[src/rtl/uncache_axi_bridge_pkg.sv]
// Shared definitions for the uncached AXI bridge: FSM encoding, load length codes,
// AXI size/burst codes and bus widths.
package uncache_axi_bridge_pkg;

  localparam int unsigned ADDR_W = 32;
  localparam int unsigned DATA_W = 32;
  localparam int unsigned STRB_W = DATA_W / 8;
  localparam int unsigned AXI_ID_W = 4;

  // load_len codes from the memory-stage decoder
  localparam logic [1:0] LEN_B = 2'b00;
  localparam logic [1:0] LEN_H = 2'b01;
  localparam logic [1:0] LEN_W = 2'b11;

  // AXI AxSIZE codes
  localparam logic [2:0] SIZE_B = 3'd0;
  localparam logic [2:0] SIZE_H = 3'd1;
  localparam logic [2:0] SIZE_W = 3'd2;

  localparam logic [1:0] AXI_BURST_INCR = 2'b01;

  typedef enum logic [2:0] {
    StIdle,
    StRdAddr,
    StRdData,
    StWrReq,
    StWrResp,
    StResp
  } state_e;

endpackage

[src/rtl/uncache_axi_bridge_if.sv]
// Uncached request port plus the single-beat AXI master port of the bridge.
// master: the bridge itself; slave: the memory stage and AXI slave around it.
interface uncache_axi_bridge_if;
  import uncache_axi_bridge_pkg::*;

  // Memory-stage request side
  logic                uncache_valid;
  logic                uncache_op;
  logic [19:0]         uncache_tag;
  logic [7:0]          uncache_index;
  logic [3:0]          uncache_offset;
  logic [STRB_W-1:0]   uncache_wstrb;
  logic [DATA_W-1:0]   uncache_wdata;
  logic [2:0]          awsize_in;
  logic [2:0]          arsize_in;
  logic [1:0]          load_len;
  logic                load_sign;
  logic                addr_ok;
  logic                data_ok;
  logic [DATA_W-1:0]   uncache_rdata;

  // AXI read address / data
  logic [ADDR_W-1:0]   araddr;
  logic [2:0]          arsize;
  logic [7:0]          arlen;
  logic [1:0]          arburst;
  logic [AXI_ID_W-1:0] arid;
  logic                arvalid;
  logic                arready;
  logic [DATA_W-1:0]   rdata;
  logic                rvalid;
  logic                rready;

  // AXI write address / data / response
  logic [ADDR_W-1:0]   awaddr;
  logic [2:0]          awsize;
  logic [7:0]          awlen;
  logic [1:0]          awburst;
  logic [AXI_ID_W-1:0] awid;
  logic                awvalid;
  logic                awready;
  logic [DATA_W-1:0]   wdata;
  logic [STRB_W-1:0]   wstrb;
  logic                wlast;
  logic                wvalid;
  logic                wready;
  logic                bvalid;
  logic                bready;

  modport master (
    input  uncache_valid, uncache_op, uncache_tag, uncache_index, uncache_offset,
    input  uncache_wstrb, uncache_wdata, awsize_in, arsize_in, load_len, load_sign,
    output addr_ok, data_ok, uncache_rdata,
    output araddr, arsize, arlen, arburst, arid, arvalid,
    input  arready, rdata, rvalid,
    output rready,
    output awaddr, awsize, awlen, awburst, awid, awvalid,
    input  awready,
    output wdata, wstrb, wlast, wvalid,
    input  wready, bvalid,
    output bready
  );

  modport slave (
    output uncache_valid, uncache_op, uncache_tag, uncache_index, uncache_offset,
    output uncache_wstrb, uncache_wdata, awsize_in, arsize_in, load_len, load_sign,
    input  addr_ok, data_ok, uncache_rdata,
    input  araddr, arsize, arlen, arburst, arid, arvalid,
    output arready, rdata, rvalid,
    input  rready,
    input  awaddr, awsize, awlen, awburst, awid, awvalid,
    output awready,
    input  wdata, wstrb, wlast, wvalid,
    output wready, bvalid,
    input  bready
  );

endinterface

[src/rtl/uncache_axi_bridge_load_align_ext.sv]
// Load data alignment: shifts the addressed lane down to bit 0 and sign/zero-extends
// byte and half loads. Purely combinational; shared with the dcache load path.
module uncache_axi_bridge_load_align_ext
  import uncache_axi_bridge_pkg::*;
(
  input  logic [DATA_W-1:0] rdata_i,
  input  logic [1:0]        off_i,
  input  logic [1:0]        len_i,
  input  logic              sign_i,
  output logic [DATA_W-1:0] result_o
);

  logic [DATA_W-1:0] sh;

  // Lane shift then extend according to the access length
  always_comb begin
    sh = rdata_i >> {off_i, 3'b000};
    case (len_i)
      LEN_B:   result_o = {{24{sign_i & sh[7]}}, sh[7:0]};
      LEN_H:   result_o = {{16{sign_i & sh[15]}}, sh[15:0]};
      default: result_o = rdata_i;
    endcase
  end

endmodule

[src/rtl/uncache_axi_bridge.sv]
// Uncached load/store responder: accepts one request from the memory stage, runs a
// single-beat AXI read or write, and returns aligned/extended load data with data_ok.
module uncache_axi_bridge
  import uncache_axi_bridge_pkg::*;
(
  input logic                 clk,
  input logic                 rst,
  uncache_axi_bridge_if.master bus
);

  state_e              state_q, state_d;
  logic [ADDR_W-1:0]   addr_q;
  logic [DATA_W-1:0]   wdata_q;
  logic [STRB_W-1:0]   wstrb_q;
  logic [2:0]          awsize_q;
  logic [2:0]          arsize_q;
  logic [1:0]          len_q;
  logic                sign_q;
  logic                aw_done_q, aw_done_d;
  logic                w_done_q, w_done_d;
  logic [DATA_W-1:0]   rdata_q;
  logic [DATA_W-1:0]   load_ext;
  logic                accept;
  logic                aw_fire;
  logic                w_fire;

  assign accept  = bus.uncache_valid && (state_q == StIdle);
  assign aw_fire = bus.awvalid && bus.awready;
  assign w_fire  = bus.wvalid && bus.wready;

  // Request side
  assign bus.addr_ok       = accept;
  assign bus.data_ok       = (state_q == StResp);
  assign bus.uncache_rdata = rdata_q;

  // AXI read channel; address and size come straight from the captured request so they
  // cannot change while valid is waiting for ready
  assign bus.araddr  = addr_q;
  assign bus.arsize  = arsize_q;
  assign bus.arlen   = 8'd0;
  assign bus.arburst = AXI_BURST_INCR;
  assign bus.arid    = '0;
  assign bus.arvalid = (state_q == StRdAddr);
  assign bus.rready  = (state_q == StRdData);

  // AXI write channels; aw and w drop independently once their own handshake is done
  assign bus.awaddr  = addr_q;
  assign bus.awsize  = awsize_q;
  assign bus.awlen   = 8'd0;
  assign bus.awburst = AXI_BURST_INCR;
  assign bus.awid    = '0;
  assign bus.awvalid = (state_q == StWrReq) && !aw_done_q;
  assign bus.wdata   = wdata_q;
  assign bus.wstrb   = wstrb_q;
  assign bus.wlast   = 1'b1;
  assign bus.wvalid  = (state_q == StWrReq) && !w_done_q;
  assign bus.bready  = (state_q == StWrResp);

  uncache_axi_bridge_load_align_ext u_align (
    .rdata_i  (bus.rdata),
    .off_i    (addr_q[1:0]),
    .len_i    (len_q),
    .sign_i   (sign_q),
    .result_o (load_ext)
  );

  // Next-state logic and write-channel completion tracking
  always_comb begin
    state_d   = state_q;
    aw_done_d = aw_done_q;
    w_done_d  = w_done_q;
    unique case (state_q)
      StIdle: begin
        if (accept) begin
          state_d   = bus.uncache_op ? StWrReq : StRdAddr;
          aw_done_d = 1'b0;
          w_done_d  = 1'b0;
        end
      end
      StRdAddr: begin
        if (bus.arready) state_d = StRdData;
      end
      StRdData: begin
        if (bus.rvalid) state_d = StResp;
      end
      StWrReq: begin
        aw_done_d = aw_done_q | aw_fire;
        w_done_d  = w_done_q | w_fire;
        // Both handshakes may complete in the same cycle
        if (aw_done_d && w_done_d) state_d = StWrResp;
      end
      StWrResp: begin
        if (bus.bvalid) state_d = StResp;
      end
      StResp: begin
        state_d = StIdle;
      end
      default: state_d = StIdle;
    endcase
  end

  // State and completion flags
  always_ff @(posedge clk or posedge rst) begin
    if (rst) begin
      state_q   <= StIdle;
      aw_done_q <= 1'b0;
      w_done_q  <= 1'b0;
    end else begin
      state_q   <= state_d;
      aw_done_q <= aw_done_d;
      w_done_q  <= w_done_d;
    end
  end

  // Capture the request on accept; inputs are don't-care afterwards
  always_ff @(posedge clk or posedge rst) begin
    if (rst) begin
      addr_q   <= '0;
      wdata_q  <= '0;
      wstrb_q  <= '0;
      awsize_q <= '0;
      arsize_q <= '0;
      len_q    <= LEN_B;
      sign_q   <= 1'b0;
    end else if (accept) begin
      addr_q   <= {bus.uncache_tag, bus.uncache_index, bus.uncache_offset};
      wdata_q  <= bus.uncache_wdata;
      wstrb_q  <= bus.uncache_wstrb;
      awsize_q <= bus.awsize_in;
      arsize_q <= bus.arsize_in;
      len_q    <= bus.load_len;
      sign_q   <= bus.load_sign;
    end
  end

  // Load result register, held until the next read beat
  always_ff @(posedge clk or posedge rst) begin
    if (rst) begin
      rdata_q <= '0;
    end else if ((state_q == StRdData) && bus.rvalid) begin
      rdata_q <= load_ext;
    end
  end

endmodule
[src/flat_wrapper.sv]
// flat-port wrapper written by rule: the top's interface ports become plain ports
module uncache_axi_bridge_flat import uncache_axi_bridge_pkg::*;
  (clk, rst, bus_uncache_valid, bus_uncache_op, bus_uncache_tag, bus_uncache_index, bus_uncache_offset, bus_uncache_wstrb, bus_uncache_wdata, bus_awsize_in, bus_arsize_in, bus_load_len, bus_load_sign, bus_addr_ok, bus_data_ok, bus_uncache_rdata, bus_araddr, bus_arsize, bus_arlen, bus_arburst, bus_arid, bus_arvalid, bus_arready, bus_rdata, bus_rvalid, bus_rready, bus_awaddr, bus_awsize, bus_awlen, bus_awburst, bus_awid, bus_awvalid, bus_awready, bus_wdata, bus_wstrb, bus_wlast, bus_wvalid, bus_wready, bus_bvalid, bus_bready);
  uncache_axi_bridge_if bus_i ();
  input logic clk;
  input logic rst;
  input wire logic [$bits(bus_i.uncache_valid)-1:0] bus_uncache_valid;
  input wire logic [$bits(bus_i.uncache_op)-1:0] bus_uncache_op;
  input wire logic [$bits(bus_i.uncache_tag)-1:0] bus_uncache_tag;
  input wire logic [$bits(bus_i.uncache_index)-1:0] bus_uncache_index;
  input wire logic [$bits(bus_i.uncache_offset)-1:0] bus_uncache_offset;
  input wire logic [$bits(bus_i.uncache_wstrb)-1:0] bus_uncache_wstrb;
  input wire logic [$bits(bus_i.uncache_wdata)-1:0] bus_uncache_wdata;
  input wire logic [$bits(bus_i.awsize_in)-1:0] bus_awsize_in;
  input wire logic [$bits(bus_i.arsize_in)-1:0] bus_arsize_in;
  input wire logic [$bits(bus_i.load_len)-1:0] bus_load_len;
  input wire logic [$bits(bus_i.load_sign)-1:0] bus_load_sign;
  output wire logic [$bits(bus_i.addr_ok)-1:0] bus_addr_ok;
  output wire logic [$bits(bus_i.data_ok)-1:0] bus_data_ok;
  output wire logic [$bits(bus_i.uncache_rdata)-1:0] bus_uncache_rdata;
  output wire logic [$bits(bus_i.araddr)-1:0] bus_araddr;
  output wire logic [$bits(bus_i.arsize)-1:0] bus_arsize;
  output wire logic [$bits(bus_i.arlen)-1:0] bus_arlen;
  output wire logic [$bits(bus_i.arburst)-1:0] bus_arburst;
  output wire logic [$bits(bus_i.arid)-1:0] bus_arid;
  output wire logic [$bits(bus_i.arvalid)-1:0] bus_arvalid;
  input wire logic [$bits(bus_i.arready)-1:0] bus_arready;
  input wire logic [$bits(bus_i.rdata)-1:0] bus_rdata;
  input wire logic [$bits(bus_i.rvalid)-1:0] bus_rvalid;
  output wire logic [$bits(bus_i.rready)-1:0] bus_rready;
  output wire logic [$bits(bus_i.awaddr)-1:0] bus_awaddr;
  output wire logic [$bits(bus_i.awsize)-1:0] bus_awsize;
  output wire logic [$bits(bus_i.awlen)-1:0] bus_awlen;
  output wire logic [$bits(bus_i.awburst)-1:0] bus_awburst;
  output wire logic [$bits(bus_i.awid)-1:0] bus_awid;
  output wire logic [$bits(bus_i.awvalid)-1:0] bus_awvalid;
  input wire logic [$bits(bus_i.awready)-1:0] bus_awready;
  output wire logic [$bits(bus_i.wdata)-1:0] bus_wdata;
  output wire logic [$bits(bus_i.wstrb)-1:0] bus_wstrb;
  output wire logic [$bits(bus_i.wlast)-1:0] bus_wlast;
  output wire logic [$bits(bus_i.wvalid)-1:0] bus_wvalid;
  input wire logic [$bits(bus_i.wready)-1:0] bus_wready;
  input wire logic [$bits(bus_i.bvalid)-1:0] bus_bvalid;
  output wire logic [$bits(bus_i.bready)-1:0] bus_bready;
  assign bus_i.uncache_valid = bus_uncache_valid;
  assign bus_i.uncache_op = bus_uncache_op;
  assign bus_i.uncache_tag = bus_uncache_tag;
  assign bus_i.uncache_index = bus_uncache_index;
  assign bus_i.uncache_offset = bus_uncache_offset;
  assign bus_i.uncache_wstrb = bus_uncache_wstrb;
  assign bus_i.uncache_wdata = bus_uncache_wdata;
  assign bus_i.awsize_in = bus_awsize_in;
  assign bus_i.arsize_in = bus_arsize_in;
  assign bus_i.load_len = bus_load_len;
  assign bus_i.load_sign = bus_load_sign;
  assign bus_addr_ok = bus_i.addr_ok;
  assign bus_data_ok = bus_i.data_ok;
  assign bus_uncache_rdata = bus_i.uncache_rdata;
  assign bus_araddr = bus_i.araddr;
  assign bus_arsize = bus_i.arsize;
  assign bus_arlen = bus_i.arlen;
  assign bus_arburst = bus_i.arburst;
  assign bus_arid = bus_i.arid;
  assign bus_arvalid = bus_i.arvalid;
  assign bus_i.arready = bus_arready;
  assign bus_i.rdata = bus_rdata;
  assign bus_i.rvalid = bus_rvalid;
  assign bus_rready = bus_i.rready;
  assign bus_awaddr = bus_i.awaddr;
  assign bus_awsize = bus_i.awsize;
  assign bus_awlen = bus_i.awlen;
  assign bus_awburst = bus_i.awburst;
  assign bus_awid = bus_i.awid;
  assign bus_awvalid = bus_i.awvalid;
  assign bus_i.awready = bus_awready;
  assign bus_wdata = bus_i.wdata;
  assign bus_wstrb = bus_i.wstrb;
  assign bus_wlast = bus_i.wlast;
  assign bus_wvalid = bus_i.wvalid;
  assign bus_i.wready = bus_wready;
  assign bus_i.bvalid = bus_bvalid;
  assign bus_bready = bus_i.bready;
  uncache_axi_bridge u_core (.clk(clk), .rst(rst), .bus(bus_i));
endmodule
[config.mk]
export PLATFORM = sky130hd
export DESIGN_NAME = uncache_axi_bridge_flat
export DESIGN_NICKNAME = d
export VERILOG_FILES = /design/src/rtl/uncache_axi_bridge_pkg.sv /design/src/rtl/uncache_axi_bridge_if.sv /design/src/rtl/uncache_axi_bridge_load_align_ext.sv /design/src/rtl/uncache_axi_bridge.sv /design/src/flat_wrapper.sv
export SDC_FILE = /design/constraint.sdc
export NUM_CORES = 1
export LEC_CHECK = 0
export ABC_AREA = 1
export BUFFER_PORTS_ARGS = -buffer_cell sky130_fd_sc_hd__buf_4
export CORE_UTILIZATION = 33
export DETAILED_ROUTE_END_ITERATION = 10
export MAX_ROUTING_LAYER = met4
export PLACE_DENSITY = 0.58
export SLEW_MARGIN = 20
export SYNTH_ARGS = -nofsm -noshare
export SYNTH_HDL_FRONTEND = slang
export SYNTH_SLANG_ARGS = --single-unit
[constraint.sdc]
create_clock -name clk -period 3.85 [get_ports clk]
set_clock_uncertainty 0.05 [all_clocks]
set_input_delay 0.1925 -clock clk [delete_from_list [all_inputs] [get_ports clk]]
set_output_delay 0.1925 -clock clk [all_outputs]
set_load 0.05 [all_outputs]
==> impl_metrics.json <==
{
  "outcome": "complete, no violations",
  "tns_ps": 0,
  "timing.critical_path.arrival_ps": 3020,
  "synth.yosys.seq_area_share": 0.501,
  "wl_per_cell_um": 14.1,
  "root_buffer": "clkbuf_16",
  "floorplan.die.width_um": 133,
  "num-nets-final": 1165,
  "cp-start-kind": "flop",
  "report.final.slew_viol_count": 0,
  "cts_max_path_buffers": 2,
  "cts_made_buffers": 17,
  "worst_pin_slew_ps": 1010,
  "r2r_cells": 6,
  "avgViaCountPerCell": 4.44,
  "detail-route-antenna-nets": 0,
  "setup_viol_count_final": 0,
  "power.sequential.fraction": 0.240,
  "netSwitchingFraction": 0.525,
  "area_growth_pct": 56.5,
  "grt_start_max_net_pins": 82,
  "antenna_found_initial": 1,
  "highest_count_cells_in_the_layout_ignoring_fill_and_taps": "320 x nand2_1, 267 x buf_4, 114 x dfrtp_1",
  "net-switching-power_mw": 4.93,
  "slew-limit-headroom": 0.324,
  "htreeDepth": 4,
  "timing.final.hold_violations": 0,
  "drt_wl_total_mm": 18.1,
  "grt_overflow": 0,
  "power_density_nw_per_um2": 1050,
  "postLayoutSetupSlackWorst_ps": 1100,
  "worst_setup_path_end_kind": "flop",
  "dpl_worst_slack_ps": 1070,
  "max_freq_ghz": 0.363,
  "grt_pass1_wl_mm": 28.8,
  "place.gp.congestion": 0.891,
  "cts.reportedPaths.clkPinSlew_ps": 50,
  "drt_drc_violations_left": 0,
  "worst_ep_required_time_ps": 4110,
  "hpwlAfterDp_mm": 12.6,
  "criticalPathCategory": "flop to flop",
  "detailedRoute.firstPassIterationCount": 5,
  "timing.hold.ws_ps": 68.7,
  "mostFrequentLayoutCell": "nand2_1",
  "max_cap_viol_count": 0,
  "first_iter_violations": 344,
  "cell_internal_pwr_mw": 4.46,
  "critical_path.max_fanout": 30,
  "min-delay-path-class": "primary input to flop",
  "tritoncts_sink_count": 114,
  "ir_worst_vdd_mv": 0.678,
  "synth.ff_latch_count": 114,
  "die_area_um2": 17800,
  "tritoncts_clock_tree": "done",
  "floorplan.die.height_um": 133,
  "worst_setup_path_startpoint": "u_core.bus.araddr[0]",
  "setup_repair_after_global_routing_missed_its_margin": "false",
  "total_leakage_power_nw": 4.91,
  "core-area_um2": 16700,
  "post_cts_resized": 0,
  "timing.rr.end": "u_core.bus.uncache_rdata[15]",
  "pwr-share-clk": 0.181,
  "yosysUniqueCellTypes": 21,
  "hp-start": "bus_rdata[17]",
  "netlist_instances": 750,
  "timing.rr.start": "u_core.bus.araddr[0]",
  "comb_power_share": 0.580,
  "yosys_warnings": 0,
  "num-fill-cells": 1596,
  "insertion_delay_ps": 410,
  "grt_util_all_layers": 0.215,
  "syn_area_per_cell_um2": 7.59,
  "min_period_over_period": 0.715,
  "route.vias.total": 5683,
  "numPortBuffers": 262,
  "period_needed_ps": 2750,
  "regToRegSetupSlack_ps": 1100,
  "mappedNetlistArea_um2": 5690,
  "timing.critical_path.to": "u_core.bus.uncache_rdata[15]",
  "layout_cell_share_with_drive_strength_beyond_1": 0.303,
  "num_io_pins": 292,
  "via_count_of_the_first_global_routing_pass": 5479,
  "placementRows": 47,
  "initial_core_util": 0.341
}
synth_stat cells (all sizes together):
cell type,instances,share of area
a21oi,49,0.043
dfrtp,114,0.50
o21ai,26,0.023
buf,76,0.093
inv,59,0.039
nand3b,1,0.0013
nor2,29,0.020
a21boi,1,0.0013
or2,17,0.019
nand2,320,0.21
nand3,34,0.031
clkbuf,19,0.013
conb,2,0.0013
nor3,3,0.0046
flip-flops by register name, indices dropped and copies added (netlist names), 2 cells and up:
register	flops
u_core.len_q	2
u_core.bus.wdata	32
u_core.bus.araddr	32
u_core.bus.wstrb	4
u_core.state_q	3
u_core.bus.awsize	3
u_core.bus.arsize	3
u_core.bus.uncache_rdata	32
power by group through the flow:
stage | Combinational, mW | Clock (mW) | Sequential (mW)
floorplan | 2.25 | 0 | 3.97
global placement | 5.38 | 0 | 2.25
detailed placement | 5.42 | 0 | 2.25
CTS | 5.48 | 1.74 | 2.25
global route | 5.78 | 1.79 | 2.33
finish | 5.44 | 1.70 | 2.25
kinds of logic (layout without fill, tap and decap cells):
| group | count (synthesis) | in the layout | share of synthesized area |
|---|---|---|---|
| other cells | 2 | 30 | 0.00132 |
| simple gates | 404 | 404 | 0.286 |
| flops | 114 | 114 | 0.501 |
| buf+inv | 154 | 437 | 0.145 |
| compound gates | 76 | 76 | 0.0672 |
repair_timing:
item / 4_1_cts / 5_1_grt
buffers inserted: 0 / 0
hold buffers: 79 / 0
hold endpoints to repair: 131 / 0
layer usage:
| metal | part of all wire | vias to the layer above | wire, µm | track usage |
|---|---|---|---|---|
| met5 | 0 | - | 0 | - |
| met1 | 0.43 | 2627 | 7730 | 0.263 |
| met4 | 0.018 | 0 | 330 | 0.0739 |
| li1 | - | 2802 | - | - |
| met3 | 0.065 | 27 | 1170 | 0.0518 |
| met2 | 0.49 | 227 | 8860 | 0.348 |
stage by stage:
step / cells / total power [mW] / util / area, µm²
2_1_floorplan: 777 / 6.22 / - / 5800
3_3_place_gp: 1169 / 7.63 / 0.448 / 7480
3_5_place_dp: 1169 / 7.66 / 0.448 / 7480
4_1_cts: 1280 / 9.46 / 0.533 / 8910
5_1_grt: 1281 / 9.90 / 0.534 / 8910
6_report: 1281 / 9.39 / 0.534 / 8910
cell type report:
type,count,area (µm²),area share
sequential,114,2850,0.320
clock inverter,8,149,0.0167
multi-input combinational,509,2120,0.238
clock buffer,24,492,0.0552
inverter,59,224,0.0251
antenna,1,2.50,0.000281
tap,220,275,0.0309
timing repair buffer,346,2800,0.314
worst min path at each step:
stage | end | cells past startpoint
6_report | u_core.bus.uncache_rdata[17] | 5
5_1_grt | u_core.bus.uncache_rdata[18] | 5
4_1_cts | u_core.bus.uncache_rdata[18] | 5
3_5_place_dp | u_core.bus.araddr[25] | 2
3_3_place_gp | u_core.bus.araddr[25] | 2
2_1_floorplan | u_core.len_q[0] | 2
worst max-delay path: stages (launching register included):
cell and delay [ps]:
dfrtp_1 880, inv_1 380, nand2_1 150, nand3_1 80, nand2_1 100, nand3_1 630, a21oi_1 380
Note: power is estimated with default switching activity, not from simulation.
